**src/rtl/baccarat_round_ctrl_if.sv**
```systemverilog
// Signal bundle between the baccarat round controller, the card source and the
// hand registers/scoring logic. The controller attaches through the slave modport.
interface baccarat_round_ctrl_if #(
    parameter int CNT_W = 8
);
    logic             start;
    logic             card_valid;
    logic [3:0]       pscore;
    logic [3:0]       dscore;
    logic [3:0]       pcard3;
    logic             load_pcard1;
    logic             load_pcard2;
    logic             load_pcard3;
    logic             load_dcard1;
    logic             load_dcard2;
    logic             load_dcard3;
    logic             clear_hands;
    logic             player_win_light;
    logic             dealer_win_light;
    logic [CNT_W-1:0] player_wins;
    logic [CNT_W-1:0] dealer_wins;
    logic [CNT_W-1:0] ties;
    logic [CNT_W-1:0] round_num;
    logic             busy;
    logic             done;
    logic             err;

    modport master (
        output start, card_valid, pscore, dscore, pcard3,
        input  load_pcard1, load_pcard2, load_pcard3,
        input  load_dcard1, load_dcard2, load_dcard3, clear_hands,
        input  player_win_light, dealer_win_light,
        input  player_wins, dealer_wins, ties, round_num, busy, done, err
    );

    modport slave (
        input  start, card_valid, pscore, dscore, pcard3,
        output load_pcard1, load_pcard2, load_pcard3,
        output load_dcard1, load_dcard2, load_dcard3, clear_hands,
        output player_win_light, dealer_win_light,
        output player_wins, dealer_wins, ties, round_num, busy, done, err
    );
endinterface

```
**src/rtl/baccarat_round_ctrl.sv**
```systemverilog
// Multi-round baccarat dealing controller with third-card rules and saturating tallies.
// Optional card-wait timeout is enabled by defining BACCARAT_CARD_TIMEOUT_EN.
module baccarat_round_ctrl #(
    parameter int ROUNDS  = 8,
    parameter int CNT_W   = 8,
    parameter int HOLD    = 4,
    parameter int TIMEOUT = 64
) (
    input  logic                 slow_clock,
    input  logic                 reset,
    baccarat_round_ctrl_if.slave bus
);
    typedef enum logic [3:0] {
        IDLE, CLR, P1, D1, P2, D2, DECIDE, P3, BWAIT, D3, RESULT, SHOW, DONE
    } state_t;

    localparam int HW = $clog2(HOLD + 1);

    state_t           state, state_nxt;
    logic [HW-1:0]    hold_cnt;
    logic [CNT_W-1:0] player_wins, dealer_wins, ties, round_num;
    logic             player_light, dealer_light;
    logic             start_acc, is_deal, hold_done, last_round, timeout, err;

    function automatic logic [CNT_W-1:0] sat_inc(input logic [CNT_W-1:0] v);
        return (&v) ? v : v + CNT_W'(1);
    endfunction

    function automatic logic banker_draw(input logic [3:0] b, input logic [3:0] c3);
        case (b)
            4'd0, 4'd1, 4'd2: banker_draw = 1'b1;
            4'd3:             banker_draw = (c3 != 4'd8);
            4'd4:             banker_draw = (c3 >= 4'd2) && (c3 <= 4'd7);
            4'd5:             banker_draw = (c3 >= 4'd4) && (c3 <= 4'd7);
            4'd6:             banker_draw = (c3 >= 4'd6) && (c3 <= 4'd7);
            default:          banker_draw = 1'b0;
        endcase
    endfunction

    assign start_acc  = bus.start && ((state == IDLE) || (state == DONE));
    assign is_deal    = (state == P1) || (state == D1) || (state == P2) ||
                        (state == D2) || (state == P3) || (state == D3);
    assign hold_done  = (hold_cnt == HW'(HOLD - 1));
    assign last_round = (round_num == CNT_W'(ROUNDS - 1));

    // Parameter combinations outside this range are not supported.
    if (ROUNDS < 1 || HOLD < 1 || TIMEOUT < 1) begin : g_unsupported_params
    end

`ifdef BACCARAT_CARD_TIMEOUT_EN
    localparam int TW = $clog2(TIMEOUT + 1);
    logic [TW-1:0] wait_cnt;

    assign timeout = is_deal && !bus.card_valid && (wait_cnt == TW'(TIMEOUT - 1));

    always_ff @(posedge slow_clock) begin
        if (reset) begin
            wait_cnt <= '0;
            err      <= 1'b0;
        end else begin
            wait_cnt <= (is_deal && !bus.card_valid && !timeout) ? wait_cnt + TW'(1) : '0;
            if (timeout)        err <= 1'b1;
            else if (start_acc) err <= 1'b0;
        end
    end
`else
    assign timeout = 1'b0;
    assign err     = 1'b0;
`endif

    always_ff @(posedge slow_clock) begin
        if (reset) state <= IDLE;
        else       state <= state_nxt;
    end

    always_comb begin
        state_nxt = state;
        case (state)
            IDLE:   if (bus.start) state_nxt = CLR;
            CLR:    state_nxt = P1;
            P1:     if (bus.card_valid) state_nxt = D1;
            D1:     if (bus.card_valid) state_nxt = P2;
            P2:     if (bus.card_valid) state_nxt = D2;
            D2:     if (bus.card_valid) state_nxt = DECIDE;
            DECIDE: begin
                if (bus.pscore >= 4'd8 || bus.dscore >= 4'd8) state_nxt = RESULT;
                else if (bus.pscore <= 4'd5)                  state_nxt = P3;
                else if (bus.dscore <= 4'd5)                  state_nxt = D3;
                else                                          state_nxt = RESULT;
            end
            P3:     if (bus.card_valid) state_nxt = BWAIT;
            BWAIT:  state_nxt = banker_draw(bus.dscore, bus.pcard3) ? D3 : RESULT;
            D3:     if (bus.card_valid) state_nxt = RESULT;
            RESULT: state_nxt = SHOW;
            SHOW:   if (hold_done) state_nxt = last_round ? DONE : CLR;
            DONE:   if (bus.start) state_nxt = CLR;
            default: state_nxt = IDLE;
        endcase
        if (timeout) state_nxt = IDLE;
    end

    always_comb begin
        bus.load_pcard1 = (state == P1) && bus.card_valid;
        bus.load_dcard1 = (state == D1) && bus.card_valid;
        bus.load_pcard2 = (state == P2) && bus.card_valid;
        bus.load_dcard2 = (state == D2) && bus.card_valid;
        bus.load_pcard3 = (state == P3) && bus.card_valid;
        bus.load_dcard3 = (state == D3) && bus.card_valid;
        bus.clear_hands = (state == CLR);
        bus.busy        = (state != IDLE) && (state != DONE);
        bus.done        = (state == DONE);
    end

    // Lights, tallies, round index and the SHOW hold counter.
    always_ff @(posedge slow_clock) begin
        if (reset) begin
            player_light <= 1'b0;
            dealer_light <= 1'b0;
            player_wins  <= '0;
            dealer_wins  <= '0;
            ties         <= '0;
            round_num    <= '0;
            hold_cnt     <= '0;
        end else begin
            if (start_acc) begin
                player_wins <= '0;
                dealer_wins <= '0;
                ties        <= '0;
                round_num   <= '0;
            end
            if (state == CLR || timeout) begin
                player_light <= 1'b0;
                dealer_light <= 1'b0;
            end
            if (state == RESULT) begin
                player_light <= (bus.pscore >= bus.dscore);
                dealer_light <= (bus.dscore >= bus.pscore);
                if (bus.pscore > bus.dscore)      player_wins <= sat_inc(player_wins);
                else if (bus.pscore < bus.dscore) dealer_wins <= sat_inc(dealer_wins);
                else                              ties        <= sat_inc(ties);
            end
            hold_cnt <= (state == SHOW) ? hold_cnt + HW'(1) : '0;
            if (state == SHOW && hold_done && !last_round) round_num <= round_num + CNT_W'(1);
        end
    end

    assign bus.player_win_light = player_light;
    assign bus.dealer_win_light = dealer_light;
    assign bus.player_wins      = player_wins;
    assign bus.dealer_wins      = dealer_wins;
    assign bus.ties             = ties;
    assign bus.round_num        = round_num;
    assign bus.err              = err;
endmodule

```
**src/flat_wrapper.sv**
```systemverilog
// flat-port wrapper written by rule: the top's interface ports become plain ports
module baccarat_round_ctrl_flat 
#(
    parameter int ROUNDS  = 8,
    parameter int CNT_W   = 8,
    parameter int HOLD    = 4,
    parameter int TIMEOUT = 64
)
  (slow_clock, reset, bus_start, bus_card_valid, bus_pscore, bus_dscore, bus_pcard3, bus_load_pcard1, bus_load_pcard2, bus_load_pcard3, bus_load_dcard1, bus_load_dcard2, bus_load_dcard3, bus_clear_hands, bus_player_win_light, bus_dealer_win_light, bus_player_wins, bus_dealer_wins, bus_ties, bus_round_num, bus_busy, bus_done, bus_err);
  baccarat_round_ctrl_if #(.CNT_W(CNT_W)) bus_i ();
  input  logic slow_clock;
  input  logic reset;
  input wire logic [$bits(bus_i.start)-1:0] bus_start;
  input wire logic [$bits(bus_i.card_valid)-1:0] bus_card_valid;
  input wire logic [$bits(bus_i.pscore)-1:0] bus_pscore;
  input wire logic [$bits(bus_i.dscore)-1:0] bus_dscore;
  input wire logic [$bits(bus_i.pcard3)-1:0] bus_pcard3;
  output wire logic [$bits(bus_i.load_pcard1)-1:0] bus_load_pcard1;
  output wire logic [$bits(bus_i.load_pcard2)-1:0] bus_load_pcard2;
  output wire logic [$bits(bus_i.load_pcard3)-1:0] bus_load_pcard3;
  output wire logic [$bits(bus_i.load_dcard1)-1:0] bus_load_dcard1;
  output wire logic [$bits(bus_i.load_dcard2)-1:0] bus_load_dcard2;
  output wire logic [$bits(bus_i.load_dcard3)-1:0] bus_load_dcard3;
  output wire logic [$bits(bus_i.clear_hands)-1:0] bus_clear_hands;
  output wire logic [$bits(bus_i.player_win_light)-1:0] bus_player_win_light;
  output wire logic [$bits(bus_i.dealer_win_light)-1:0] bus_dealer_win_light;
  output wire logic [$bits(bus_i.player_wins)-1:0] bus_player_wins;
  output wire logic [$bits(bus_i.dealer_wins)-1:0] bus_dealer_wins;
  output wire logic [$bits(bus_i.ties)-1:0] bus_ties;
  output wire logic [$bits(bus_i.round_num)-1:0] bus_round_num;
  output wire logic [$bits(bus_i.busy)-1:0] bus_busy;
  output wire logic [$bits(bus_i.done)-1:0] bus_done;
  output wire logic [$bits(bus_i.err)-1:0] bus_err;
  assign bus_i.start = bus_start;
  assign bus_i.card_valid = bus_card_valid;
  assign bus_i.pscore = bus_pscore;
  assign bus_i.dscore = bus_dscore;
  assign bus_i.pcard3 = bus_pcard3;
  assign bus_load_pcard1 = bus_i.load_pcard1;
  assign bus_load_pcard2 = bus_i.load_pcard2;
  assign bus_load_pcard3 = bus_i.load_pcard3;
  assign bus_load_dcard1 = bus_i.load_dcard1;
  assign bus_load_dcard2 = bus_i.load_dcard2;
  assign bus_load_dcard3 = bus_i.load_dcard3;
  assign bus_clear_hands = bus_i.clear_hands;
  assign bus_player_win_light = bus_i.player_win_light;
  assign bus_dealer_win_light = bus_i.dealer_win_light;
  assign bus_player_wins = bus_i.player_wins;
  assign bus_dealer_wins = bus_i.dealer_wins;
  assign bus_ties = bus_i.ties;
  assign bus_round_num = bus_i.round_num;
  assign bus_busy = bus_i.busy;
  assign bus_done = bus_i.done;
  assign bus_err = bus_i.err;
  baccarat_round_ctrl #(.ROUNDS(ROUNDS), .CNT_W(CNT_W), .HOLD(HOLD), .TIMEOUT(TIMEOUT)) u_core (.slow_clock(slow_clock), .reset(reset), .bus(bus_i));
endmodule
```
**config.mk**
```make
export PLATFORM = sky130hd
export DESIGN_NAME = baccarat_round_ctrl_flat
export DESIGN_NICKNAME = d
export VERILOG_FILES = /design/src/rtl/baccarat_round_ctrl_if.sv /design/src/rtl/baccarat_round_ctrl.sv /design/src/flat_wrapper.sv
export SDC_FILE = /design/constraint.sdc
export NUM_CORES = 1
export LEC_CHECK = 0
export CAP_MARGIN = 20
export CORE_UTILIZATION = 40
export CTS_BUF_LIST = sky130_fd_sc_hd__clkbuf_8
export DETAILED_ROUTE_END_ITERATION = 8
export GPL_ROUTABILITY_DRIVEN = 0
export PLACE_DENSITY_LB_ADDON = 0.08
export RECOVER_POWER = 100
export SYNTH_ARGS = -nofsm -noshare
export SYNTH_HDL_FRONTEND = slang
export SYNTH_SLANG_ARGS = --single-unit
```
**constraint.sdc**
```tcl
create_clock -name slow_clock -period 2.3 [get_ports slow_clock]
set_clock_uncertainty 0.2 [all_clocks]
set_input_delay 0.345 -clock slow_clock [delete_from_list [all_inputs] [get_ports slow_clock]]
set_output_delay 0.345 -clock slow_clock [all_outputs]
set_load 0.02 [all_outputs]
```
==> flow_summary.ini <==
[final_layout]
fin_nets = 443
diodes = 0
post-route-cell-area_um2 = 3710
area_growth_pct = 46.2
drive_gt1_frac = 0.189
final_cells = 493

[sta]
setup_viol = 0
final_max_slew_viol_count = 0
fin_ws_ns = 0.0669
tns_ns = 0
hold_viol = 0
fin_crit_ns = 2.23
slew_headroom = 0.363
tightest_slew_ns = 0.949
fmax_mhz = 448
fin_crit_sh = 0.971

[setup_path]
timing.critical_path.buf_inv = 2
reg2reg_setup_slack_ns = 0.15
critPathKind = in2reg
worstPathRequired_ns = 2.33
cp-start-kind = input pin
arrival_ns = 2.26
r2r_end = u_core.bus.ties[0]$_SDFFE_PP0P_
slowest_delay_ns = 0.50
path_cells = clkdlybuf4s50_1 -> inv_1 -> ha_4 -> nand4_1 -> o211a_1 -> o21ai_4 -> or4_1 -> a21oi_1
reg2reg_depth = 6
worstPathMaxFanout = 6
cp-end-kind = flop
crit_slowest_cell = or4_1
critPathTopFamily = simple AND/OR/NAND/NOR gates
r2r-start = u_core.bus.ties[1]$_SDFFE_PP0P_

[yosys]
yosys_most_used_dff = dfxtp_1
netlist_instances = 326
yosysUniqueCellTypes = 55
synth_edf_count = 0
async_reset_ff_frac = 0
yosysWarnings = 0
synth-seq-cells = 41
synth_top_area_frac = 0.324
synthesis.area_um2 = 2540
yosysSeqAreaShare = 0.324
postSynthAreaPerCell_um2 = 7.78
yosys.area.top_type = dfxtp_1
ys_top_cells_by_area = dfxtp_1 32%, nor2_1 6.1%, a21oi_1 5.1%, ha_1 4.9%, nand2_1 4.3%
synth_nets = 352
ys_top_cells_by_count = 41 x dfxtp_1, 41 x nor2_1, 29 x nand2_1

[placement]
portBuffers = 58
post-place-cells = 484
dpl_cell_area_um2 = 3460
dp_hpwl_um = 5200
preCtsSetupSlack_ns = -0.408

[worst_hold_path]
holdPathStages = 1
min_from = u_core.hold_cnt[0]$_SDFF_PP0_
hold_path_end = u_core.hold_cnt[0]$_SDFF_PP0_
hp-class = reg2reg

[clock_network]
clock_sinks = 41
cts.clk_slew.worst_paths_ns = 0.08
cts_root_buf = clkbuf_8
holdBufCountCts = 0
cts_tree = built
insertion_delay_ns = 0.29
htree_num_levels = 2
cts.path.max_buffers = 2
cts_inserted_buffers = 5

[global_routing]
first_global_vias = 2369
grt_util_met3 = 0.0356
top_usage_layer = met2
grt_first_pass_wirelength_um = 11200
grt_max_degree = 23
grt_usage = 0.220
antenna_found_initial = 0
gr-total-overflow = 0
use_met2 = 0.354
grtUsageMet1 = 0.302

[route]
drt-total-wl_um = 7030
drtPass1Iterations = 4
vias = 2684
avgViaCountPerCell = 5.44
drt_iter0_drc = 109
wl_per_cell_um = 14.2
detail-route-antenna-nets = 0
route.detailed.drc = 0

[power_and_ir_drop]
peakVddDrop_uv = 392
p_leak_nw = 1.47
power_density_nw_per_um2 = 561

[floorplanning]
die_w_um = 81.6
io_pins = 60
core_um2 = 6030
die_h_um = 81.6
die-area_um2 = 6660
num_rows = 28
start_util = 0.421

[flow_run]
cap_violations = 0

[status]
status = finished, final reports clean
==> cells in the final DEF (no fill, tap or decap), types with 3 or more instances in the layout <==
cell / instances
nand3b_1: 6
inv_1: 13
o31ai_1: 3
a32o_1: 3
nor3_1: 11
dlygate4sd3_1: 34
and3_1: 4
nand4_1: 6
mux2_2: 3
o211ai_1: 3
clkbuf_8: 6
nand2_1: 28
o21ai_0: 8
xnor2_1: 8
nor2_1: 39
dfxtp_1: 39
mux2i_1: 4
nand2b_1: 6
nor2b_1: 3
nand3_1: 18
a31oi_1: 5
a211oi_1: 5
or3_1: 7
clkdlybuf4s50_1: 15
a21oi_1: 24
buf_4: 38
ha_1: 8
nand4b_1: 3
dlygate4sd2_1: 8
==> final cells by class <==
class | instances | area (um^2)
Clock buffer | 6 | 82.6
Tap cell | 75 | 93.8
Timing Repair Buffer | 100 | 883
Clock inverter | 2 | 33.8
Fill cell | 556 | 2320
Multi-Input combinational cell | 257 | 1750
Inverter | 12 | 45.0
Sequential cell | 41 | 823
==> metrics by stage <==
stage	utilization	hold WS [ns]	total power [mW]
after detailed placement	0.574	0.219	1.48
after floorplan	-	0.199	1.18
after global routing	0.615	0.249	2.21
after CTS	0.600	0.230	2.08
final	0.615	0.227	2.08
after global placement	0.574	0.212	1.47
==> how the worst max path moves through the flow <==
stage | from | endpoint | depth (start not counted)
global route | bus_dscore[1] | u_core.bus.player_wins[4]$_SDFFE_PP0P_ | 9
detailed placement | bus_dscore[1] | u_core.bus.ties[0]$_SDFFE_PP0P_ | 8
floorplan | bus_dscore[3] | u_core.bus.ties[0]$_SDFFE_PP0P_ | 7
global placement | bus_dscore[1] | u_core.bus.ties[0]$_SDFFE_PP0P_ | 8
finish | bus_dscore[1] | u_core.bus.player_wins[7]$_SDFFE_PP0P_ | 8
CTS | bus_dscore[1] | u_core.bus.dealer_wins[2]$_SDFFE_PP0P_ | 9
==> timing repair <==
action	in CTS	in global routing
gates resized for setup	21	22
pin swaps	0	4
gates cloned	0	0
endpoints found under the setup margin	19	23
buffers inserted	0	1
==> power breakdown <==
group          switching, mW  total (mW)  internal (mW)
clock network          0.253       0.603          0.350
logic                  0.399       0.714          0.315
registers             0.0329       0.764          0.731
==> sequential cells by signal, indices dropped and copies added (netlist names) <==
| register | flops |
|---|---|
| u_core.bus.dealer_wins | 8 |
| u_core.bus.player_win_light | 1 |
| u_core.state | 4 |
| u_core.bus.ties | 8 |
| u_core.bus.player_wins | 8 |
| u_core.bus.round_num | 8 |
| u_core.bus.dealer_win_light | 1 |
| u_core.hold_cnt | 3 |
==> layer usage <==
metal,up-vias,routed length (um)
li1,1372,-
met1,1236,3430
met2,68,3170
met3,8,331
met4,0,95
met5,-,0
==> kinds of logic (layout without fill, tap and decap cells) <==
kind of cell,count (synthesis),count (layout),synth area share
xor+xnor,9,9,0.0311
other cells,1,1,0.00148
fa+ha+maj,11,11,0.0533
flops,41,41,0.324
mux,7,7,0.0291
buf+inv,28,120,0.0454
compound gates,69,69,0.182
simple gates,160,160,0.334
No activity file was read; power rests on OpenSTA's default activity.
